`src/rtl/op_downscale.sv`:
```
// CORDIC return path: rounds and saturates CORDIC_WIDTH x/y samples down to DATA_WIDTH,
// decoupled from the consumer by a 2-entry registered buffer with valid/ready on both sides.
module op_downscale #(
  parameter int unsigned DATA_WIDTH   = 16,
  parameter int unsigned CORDIC_WIDTH = 22,
  parameter int unsigned ROUND_MODE   = 1
) (
  input  logic                    clk,
  input  logic                    nreset,
  input  logic [CORDIC_WIDTH-1:0] x_in,
  input  logic [CORDIC_WIDTH-1:0] y_in,
  input  logic                    in_vld,
  output logic                    in_rdy,
  output logic [DATA_WIDTH-1:0]   x_out,
  output logic [DATA_WIDTH-1:0]   y_out,
  output logic [1:0]              sat_out,
  output logic                    op_vld,
  input  logic                    op_rdy,
  input  logic                    clr_ovf,
  output logic                    ovf_sticky
);

  localparam int unsigned Frac = CORDIC_WIDTH - DATA_WIDTH;
  localparam int unsigned ExtW = CORDIC_WIDTH + 1;

  typedef logic signed [ExtW-1:0] ext_t;

  localparam ext_t Half   = ext_t'(1) << (Frac - 1);
  localparam ext_t MaxVal = ext_t'((longint'(1) << (DATA_WIDTH - 1)) - 1);
  localparam ext_t MinVal = ext_t'(-(longint'(1) << (DATA_WIDTH - 1)));

  // Returns {sat, value}; one extra headroom bit keeps the bias add from wrapping.
  function automatic logic [DATA_WIDTH:0] downscale(input logic [CORDIC_WIDTH-1:0] v);
    ext_t                  ext;
    ext_t                  bias;
    ext_t                  shifted;
    logic [DATA_WIDTH:0]   res;
    ext  = ext_t'($signed(v));
    bias = '0;
    if (ROUND_MODE == 1) begin
      bias = Half;
    end else if (ROUND_MODE == 2) begin
      bias = Half - ext_t'(1) + ext_t'(v[Frac]);
    end
    shifted = (ext + bias) >>> Frac;
    if (shifted > MaxVal) begin
      res = {1'b1, MaxVal[DATA_WIDTH-1:0]};
    end else if (shifted < MinVal) begin
      res = {1'b1, MinVal[DATA_WIDTH-1:0]};
    end else begin
      res = {1'b0, shifted[DATA_WIDTH-1:0]};
    end
    return res;
  endfunction

  logic [DATA_WIDTH:0]   x_ds;
  logic [DATA_WIDTH:0]   y_ds;
  logic [DATA_WIDTH-1:0] x_mem_q [2];
  logic [DATA_WIDTH-1:0] y_mem_q [2];
  logic [1:0]            sat_mem_q [2];
  logic                  wr_ptr_q;
  logic                  rd_ptr_q;
  logic [1:0]            count_q;
  logic [1:0]            count_d;
  logic                  ovf_q;
  logic                  ovf_d;
  logic                  push;
  logic                  pop;

  assign x_ds = downscale(x_in);
  assign y_ds = downscale(y_in);

  // Ready depends only on registered occupancy, never on op_rdy.
  assign in_rdy = (count_q != 2'd2);
  assign op_vld = (count_q != 2'd0);
  assign push   = in_vld & in_rdy;
  assign pop    = op_vld & op_rdy;

  always_comb begin
    count_d = count_q;
    unique case ({push, pop})
      2'b10:   count_d = count_q + 2'd1;
      2'b01:   count_d = count_q - 2'd1;
      default: count_d = count_q;
    endcase
  end

  // A saturating push takes priority over a simultaneous clear.
  always_comb begin
    ovf_d = ovf_q;
    if (push && (x_ds[DATA_WIDTH] || y_ds[DATA_WIDTH])) begin
      ovf_d = 1'b1;
    end else if (clr_ovf) begin
      ovf_d = 1'b0;
    end
  end

  always_ff @(posedge clk or negedge nreset) begin
    if (!nreset) begin
      x_mem_q[0]   <= '0;
      x_mem_q[1]   <= '0;
      y_mem_q[0]   <= '0;
      y_mem_q[1]   <= '0;
      sat_mem_q[0] <= '0;
      sat_mem_q[1] <= '0;
      wr_ptr_q     <= 1'b0;
      rd_ptr_q     <= 1'b0;
      count_q      <= 2'd0;
      ovf_q        <= 1'b0;
    end else begin
      count_q <= count_d;
      ovf_q   <= ovf_d;
      if (push) begin
        x_mem_q[wr_ptr_q]   <= x_ds[DATA_WIDTH-1:0];
        y_mem_q[wr_ptr_q]   <= y_ds[DATA_WIDTH-1:0];
        sat_mem_q[wr_ptr_q] <= {y_ds[DATA_WIDTH], x_ds[DATA_WIDTH]};
        wr_ptr_q            <= ~wr_ptr_q;
      end
      if (pop) begin
        rd_ptr_q <= ~rd_ptr_q;
      end
    end
  end

  assign x_out      = x_mem_q[rd_ptr_q];
  assign y_out      = y_mem_q[rd_ptr_q];
  assign sat_out    = sat_mem_q[rd_ptr_q];
  assign ovf_sticky = ovf_q;

endmodule

```
`config.mk`:
```
export PLATFORM = sky130hd
export DESIGN_NAME = op_downscale
export DESIGN_NICKNAME = d
export VERILOG_FILES = /design/src/rtl/op_downscale.sv
export SDC_FILE = /design/constraint.sdc
export NUM_CORES = 1
export LEC_CHECK = 0
export ABC_CLOCK_PERIOD_IN_PS = 2000
export CORE_MARGIN = 8
export CORE_UTILIZATION = 46
export DETAILED_ROUTE_END_ITERATION = 16
export HOLD_SLACK_MARGIN = 0.06
export PLACE_DENSITY = 0.73
export SYNTH_ARGS = -nofsm -noshare
export SYNTH_HDL_FRONTEND = slang
export SYNTH_SLANG_ARGS = --single-unit
```
`constraint.sdc`:
```
create_clock -name clk -period 2 [get_ports clk]
set_input_delay 0.3 -clock clk [delete_from_list [all_inputs] [get_ports clk]]
set_output_delay 0.3 -clock clk [all_outputs]
set_load 0.03 [all_outputs]
```
Word-level counts from Yosys, hierarchy flattened
Cells that the tools add are included.
{"block": "totals", "register_bits": 73, "output_inout_bits": 37}
{"block": "op_classes", "n_addsub": 4, "reduce_logical": 6, "bitwise_logic": 6, "magnitude_cmp": 7, "eq_ne": 3, "n_mux": 23}
{"cell": "16-bit 2-to-1 mux", "n": 7}
{"cell": "17-bit 2-to-1 mux", "n": 4}
{"cell": "32-bit bitwise mux", "n": 2}
{"cell": "22-bit by 7-bit adder with 23-bit output, second input constant", "n": 2}
{"cell": "17-bit by 16-bit greater-than comparator with 1-bit output, second input constant", "n": 2}
{"cell": "17-bit by 16-bit < comparator with 1-bit output, second input constant", "n": 2}
{"cell": "16-bit demux with 1-bit select", "n": 1}
{"cell": "2-bit 2-to-1 mux", "n": 4}
{"cell": "2-bit nonzero test", "n": 3}
{"cell": "4-bit bitwise mux", "n": 1}
{"cell": "2-bit greater-or-equal comparator, second input constant", "n": 2}
{"cell": "1-bit NOT with 2-bit output", "n": 2}
{"cell": "2-bit one-hot mux with 2 select lines", "n": 1}
{"cell": "2-bit by 1-bit adder with 2-bit output, second input constant", "n": 1}
{"cell": "1-bit AND", "n": 2}
{"cell": "2-bit demux with 1-bit select", "n": 1}
{"cell": "2-bit by 1-bit == test with 1-bit output, second input constant", "n": 1}
{"cell": "2-bit == test, second input constant", "n": 1}
{"cell": "1-bit logical AND", "n": 2}
{"cell": "2-bit by 1-bit < comparator with 1-bit output, second input constant", "n": 1}
{"cell": "1-bit 2-to-1 mux", "n": 2}
{"cell": "2-bit inequality test, second input constant", "n": 1}
{"cell": "1-bit NOT", "n": 2}
{"cell": "2-bit by 1-bit subtractor with 2-bit output, second input constant", "n": 1}
{"cell": "1-bit logical OR", "n": 1}

Depth between registers and ports, before layout
Gate-level depths: netlist (run 1).
{"block": "depth", "depth_word": 7, "ltp_mapped": 7}

Least setup slack after synthesis (run 1)
No wires, ideal clock.
{"block": "synth_path", "path_type": "register to register", "startpoint": "reg count_q[0]", "endpoint": "reg x_mem_q[17] (netlist name)", "n_path_buf": 2, "arrival_time_ns": 1.706, "path_stages_with_launch": 8, "required_time_ns": 1.917, "setup_ns": 0.083, "setup_slack_ns": 0.211, "cell_sequence": "dfrtp_1 > nand2b_1 > nand2_1 > or2_0 > buf_2 > clkbuf_1 > nand2_1 > o21ai_0"}
{"block": "synth_between", "elab_chain_cells": 2}
{"item": "start, declared", "line": "63", "source": "logic [1:0] count_q;"}
{"item": "start signal, assigned", "line": "111", "source": "count_q <= count_d;"}
{"item": "2-bit inequality test", "line": "74", "source": "assign in_rdy = (count_q != 2'd2);"}
{"item": "net in_rdy", "line": "13", "source": "output logic in_rdy,"}
{"item": "1-bit AND", "line": "76", "source": "assign push = in_vld & in_rdy;"}
{"item": "end signal, assigned by index", "line": "114", "source": "x_mem_q[wr_ptr_q] <= x_ds[DATA_WIDTH-1:0];"}
{"item": "end, declared", "line": "58", "source": "logic [DATA_WIDTH-1:0] x_mem_q [2];"}
The timed path passes the listed nets, and every way through them passes these cells.
A chain may end at the register's enable or synchronous reset.

Worst setup path in the final report (run 1)
{"block": "layout_path", "startpoint": "reg rd_ptr_q", "endpoint": "out y_out[1]"}
{"block": "layout_between", "elab_chain_cells": 4}
{"item": "start, declared", "line": "62", "source": "logic rd_ptr_q;"}
{"item": "start signal, assigned", "line": "120", "source": "rd_ptr_q <= ~rd_ptr_q;"}
{"item": "1-bit NOT with 2-bit output (not written as such)", "line": "126", "source": "assign y_out = y_mem_q[rd_ptr_q];"}
{"item": "16-bit 2-to-1 mux (not written as such) (3 in series)", "line": "126"}
{"item": "end, declared", "line": "15", "source": "output logic [DATA_WIDTH-1:0] y_out,"}
Every way passes these cells. The select of a mux whose other input is x is not followed.

==> results of run 1 <==
==> what timing repair did <==
item                                    4_1_cts  5_1_grt
hold buffers                                  1        0
pin swaps                                     0        0
endpoints found under the hold margin        48        0
cloned                                        0        1
resized for setup                            29       26
setup buffers                                 0        1
endpoints found under the setup margin       26       31
==> metal layers <==
layer  vias to the layer above  track usage
met5                         -            0
met1                      1790        0.236
li1                       1817            -
met2                        90        0.309
met4                         0       0.0609
met3                        13       0.0395
==> power breakdown <==
group / internal, mW / leakage [nW] / switching (mW) / total (mW)
Sequential: 2.14 / 0.882 / 0.342 / 2.49
Clock: 0.614 / 0.0970 / 0.555 / 1.17
Combinational: 1.74 / 1.53 / 2.37 / 4.11
==> sequential cells by signal, indices dropped and copies added (netlist names) <==
name and count:
rd_ptr_q 1, y_mem_q 32, x_mem_q 32, wr_ptr_q 1, ovf_sticky 1, count_q 2
sat_mem_q 4
==> cell type report <==
cell class | instances | share of cell area
tap | 108 | 0.0239
multi-input combinational | 336 | 0.381
clock inverter | 4 | 0.00906
inverter | 2 | 0.00133
sequential | 73 | 0.323
timing repair buffer | 154 | 0.236
clock buffer | 12 | 0.0256
==> worst max-delay path, cell delays in order, from the launching register on <==
cell	delay, ns
dfrtp_2	0.40
buf_6	0.18
mux2_2	0.36
clkdlybuf4s15_1	0.35
==> how the worst min path moves through the flow <==
stage / start / end / slack, ns
4_1_cts: nreset / y_mem_q[8] / 0.31
3_5_place_dp: nreset / y_mem_q[24] / 0.15
6_report: nreset / y_mem_q[24] / 0.32
5_1_grt: nreset / y_mem_q[8] / 0.32
2_1_floorplan: nreset / count_q[0] / 0.004
3_3_place_gp: nreset / y_mem_q[8] / 0.15
==> stage by stage <==
stage,hold slack (ns),instances
global placement,0.150,670
CTS,0.307,687
detailed placement,0.153,670
global route,0.319,689
floorplan,0.00441,436
finish,0.318,689
==> Yosys cell counts, drive strengths merged, types with 6 or more instances <==
| library cell | number | area, sq um |
|---|---|---|
| nand3 | 16 | 95.1 |
| and2 | 8 | 50.1 |
| nor3 | 7 | 51.3 |
| o22a | 6 | 52.6 |
| nor2 | 37 | 139 |
| xor2 | 13 | 114 |
| xnor2 | 15 | 131 |
| nand2 | 70 | 270 |
| a21oi | 21 | 116 |
| and4 | 7 | 61.3 |
| mux2 | 37 | 417 |
| o21ai | 48 | 240 |
| dfrtp | 73 | 1830 |
| buf | 10 | 56.3 |
| clkbuf | 15 | 56.3 |
| nand4 | 12 | 96.3 |
==> cells by family after synthesis <==
family	synth area share
compound gates	0.126
simple gates	0.226
xor+xnor	0.0598
mux	0.104
buf+inv	0.0293
fa+ha+maj	0.00916
flops	0.446
==> impl_metrics.json, run 1 <==
{
  "hp-class": "in -> async",
  "die_y_microns": 110,
  "area_delta_synth_final_pct": 38.2,
  "power_density_mw_per_mm2": 1370,
  "finalCritPeriodShare": 0.970,
  "clk_latency_ns": 0.35,
  "fp.dieW_microns": 110,
  "met2_length_microns": 5450,
  "period_needed_ns": 1.94,
  "p_leak_nw": 2.51,
  "synth_area_per_cell_sq_um": 9.40,
  "routed_via_density": 5.38,
  "critPathKind": "reg -> out",
  "max_slew_margin": 0.727,
  "ant_nets": 0,
  "place_ws_ns": -0.235,
  "portBuffers": 75,
  "ys_types": 49,
  "synth_fp_nets": 488,
  "max_freq_mhz": 515,
  "final_cell_area_sq_mm": 0.00566,
  "cp_max_fo": 12,
  "h-tree-depth": 3,
  "cp-startpoint": "rd_ptr_q",
  "finalClockSkew_ns": 0.00796,
  "regArea_sq_mm": 0.00183,
  "numCtsBuffers": 9,
  "fin_ws_ns": 0.0592,
  "ioPinCount": 86,
  "cts-root-buf": "clkbuf_8",
  "rsz0062_at_grt": "false",
  "synth_enable_flop_cells": 0,
  "insertedDiodeCount": 0,
  "nets": 628,
  "rr_worst_depth": 6,
  "routed.top_layer": "met4",
  "layout-drive-gt1-share": 0.287,
  "rrSetupSlack_ns": 0.26,
  "cts_tree": "built",
  "firstDrtPassIters": 4,
  "clk_pin_slew_worst_paths_ns": 0.08,
  "final_common_cell": "buf_4",
  "grt_max_degree": 44,
  "dpl.hpwl_microns": 8330,
  "synth_seq_cells": 73,
  "synth_area_sq_mm": 0.00410,
  "slew_viol_final": 0,
  "die_area_sq_mm": 0.0122,
  "rows": 34,
  "endpoint": "y_out[1]",
  "wl_microns": 11000,
  "ys_seq_area_frac": 0.446,
  "cts.sinks": 73,
  "synth-main-ff-cell": "dfrtp_1",
  "p_total_mw": 7.77,
  "required_ns": 1.70,
  "worst_pin_slew_ns": 0.399,
  "track_usage": 0.186,
  "reg2reg_to": "y_mem_q[24]",
  "syn_inst": 436,
  "wl_met1_microns": 4800,
  "worstSetupEndpointType": "output port",
  "post_drt_wl_per_cell_microns": 15.9,
  "grt_pass1_vias": 3727,
  "worst_ir_drop_vdd_v": 0.00120,
  "finalSetupViolCount": 0,
  "async_flop_share": 1.00,
  "utilization": 0.653,
  "wl_met3_microns": 559,
  "arrival_ns": 1.64,
  "grt_antenna_before_repair": 0,
  "grt_pass1_wl_microns": 17800,
  "fp.coreArea_sq_mm": 0.00868,
  "drcViolationCount": 0,
  "grt.overflow.total": 0,
  "post_dp_cell_area_sq_mm": 0.00547,
  "num_vias": 3710,
  "maxCapViolCount": 0,
  "nFillCells": 711,
  "start_util": 0.472,
  "place_congestion": 0.918,
  "startpoint_type": "flip-flop",
  "cts_max_path_buffers": 2,
  "mostFrequentLayoutCells": "buf_4, dfrtp_1, nand2_1, o21ai_0, clkdlybuf4s50_1",
  "status": "complete, no violations",
  "hold_violations": 0,
  "multi_input_area_sq_mm": 0.00216,
  "drtIter0Drc": 164,
  "r2r_start": "count_q[0]",
  "ys_warn_count": 0,
  "tns_ns": 0
}
Note: power is estimated with default switching activity, not from simulation.
==> inputs of run 2 (changes only) <==
--- a/config.mk
+++ b/config.mk
@@ -11,6 +11,7 @@
 export DETAILED_ROUTE_END_ITERATION = 16
 export HOLD_SLACK_MARGIN = 0.06
 export PLACE_DENSITY = 0.73
+export SLEW_MARGIN = 40
 export SYNTH_ARGS = -nofsm -noshare
 export SYNTH_HDL_FRONTEND = slang
 export SYNTH_SLANG_ARGS = --single-unit
==> results of run 2 <==
The final DEF is identical to that of run 1; final timing and power are the same.
==> inputs of run 3 (changes only) <==
--- a/config.mk
+++ b/config.mk
@@ -11,6 +11,7 @@
 export DETAILED_ROUTE_END_ITERATION = 16
 export HOLD_SLACK_MARGIN = 0.06
 export PLACE_DENSITY = 0.73
+export SKIP_CTS_REPAIR_TIMING = 1
 export SLEW_MARGIN = 40
 export SYNTH_ARGS = -nofsm -noshare
 export SYNTH_HDL_FRONTEND = slang
==> impl_metrics.json, run 3 (synthesis results as in run 1) <==
{
  "status": "complete, no violations",
  "finalCritPeriodShare": 0.942,
  "cp_max_fo": 23,
  "finalClockSkew_ns": 0.00778,
  "dpl.cell_count": 670,
  "dpl.hpwl_microns": 8330,
  "wl_microns": 10700,
  "p_total_mw": 7.86,
  "critPathKind": "reg -> out",
  "mostFrequentLayoutCells": "buf_4, dfrtp_1, nand2_1, o21ai_0, clkdlybuf4s50_1",
  "hp-class": "in -> async",
  "rows": 34,
  "p_leak_nw": 2.76,
  "firstDrtPassIters": 4,
  "die_y_microns": 110,
  "ioPinCount": 86,
  "worst_pin_slew_ns": 0.405,
  "power_density_mw_per_mm2": 1370,
  "utilization": 0.663,
  "routed_via_density": 5.37,
  "slew_viol_final": 0,
  "track_usage": 0.187,
  "grt_antenna_before_repair": 0,
  "clk_latency_ns": 0.35,
  "fp.dieW_microns": 110,
  "layout-drive-gt1-share": 0.266,
  "start_util": 0.472,
  "fin_cells": 687,
  "ant_nets": 0,
  "grt_max_degree": 44,
  "period_needed_ns": 1.88,
  "final_common_cell": "buf_4",
  "cts_tree": "built",
  "worst_ir_drop_vdd_v": 0.00119,
  "max_freq_mhz": 531,
  "fin_hold_ws_ns": 0.314,
  "num_vias": 3691,
  "rsz0062_at_grt": "false",
  "post_drt_wl_per_cell_microns": 15.6,
  "grt.overflow.total": 0,
  "die_area_sq_mm": 0.0122,
  "place_congestion": 0.918,
  "area_delta_synth_final_pct": 40.5,
  "cts_max_path_buffers": 2,
  "insertedDiodeCount": 0,
  "numCtsBuffers": 9,
  "drtIter0Drc": 190,
  "hold_violations": 0,
  "portBuffers": 75,
  "max_slew_margin": 0.723,
  "finalSetupViolCount": 0,
  "startpoint_type": "flip-flop",
  "fp.coreArea_sq_mm": 0.00868,
  "drcViolationCount": 0,
  "post_dp_cell_area_sq_mm": 0.00547,
  "maxCapViolCount": 0,
  "worstSetupEndpointType": "output port",
  "top_regs": "x_mem_q (32), y_mem_q (32), sat_mem_q (4)",
  "required_ns": 1.70,
  "cts.sinks": 73,
  "h-tree-depth": 3,
  "grt_pass1_vias": 3722,
  "cts-root-buf": "clkbuf_8",
  "grt_pass1_wl_microns": 17900,
  "final_cell_area_sq_mm": 0.00576,
  "clk_pin_slew_worst_paths_ns": 0.08,
  "arrival_ns": 1.58,
  "nets": 626
}
[run 3: cell types whose count changed in the layout (fill, tap and decap cells not counted)]
cell | previous run | this run
dlymetal6s2s_1 | 2 | 28
dlygate4sd2_1 | 13 | 0
clkbuf_2 | 9 | 0
clkdlybuf4s15_1 | 3 | 0
buf_4 | 80 | 79
clkbuf_16 | 1 | 0
clkdlybuf4s15_2 | 1 | 0
dfrtp_1 | 72 | 73
dfrtp_2 | 1 | 0
[run 3: stage by stage]
stage | setup TNS [ns] | setup WS (ns)
finish | 0 | 0.117
floorplan | 0 | 0.211
CTS | -6.07 | -0.266
global placement | -4.26 | -0.150
detailed placement | -6.04 | -0.235
global route | 0 | 0.0344
[run 3: power by group]
part | internal [mW] | switching, mW | total [mW]
combinational | 1.89 | 2.33 | 4.22
clock | 0.614 | 0.545 | 1.16
sequential | 2.14 | 0.339 | 2.48
[run 3: worst paths after layout]
kind                                     to  cells after the start        start  slack, ns
worst max-delay path               x_out[3]                      3     rd_ptr_q       0.12
worst min-delay path             y_mem_q[8]                      2       nreset       0.31
worst max register to register  y_mem_q[24]                      6   count_q[0]       0.27
worst min register to register  x_mem_q[25]                      2  x_mem_q[25]       0.48
max in group asynchronous       x_mem_q[27]                      3       nreset       1.13
min in group clk                x_mem_q[25]                      2  x_mem_q[25]       0.48
[run 3: per-layer routing]
metal  vias to the layer above  global-route usage  wire length (microns)
li1                       1811                   -                      -
met1                      1787               0.236                   4700
met2                        85               0.309                   5350
met3                         8              0.0424                    537
met4                         0              0.0609                    129
met5                         -                   0                      0
[run 3: layout make-up]
class	instances	area, sq um
clock buffers	12	145
clock inverters	4	51.3
fillers	700	2920
inverters	2	7.51
multi-input cells	336	2160
flip-flops and latches	73	1830
well taps	108	135
repair buffers	152	1430
[run 3: critical path: stages (launching register included)]
cell,delay [ns]
dfrtp_1,0.40
buf_12,0.20
mux2_2,0.37
dlymetal6s2s_1,0.25
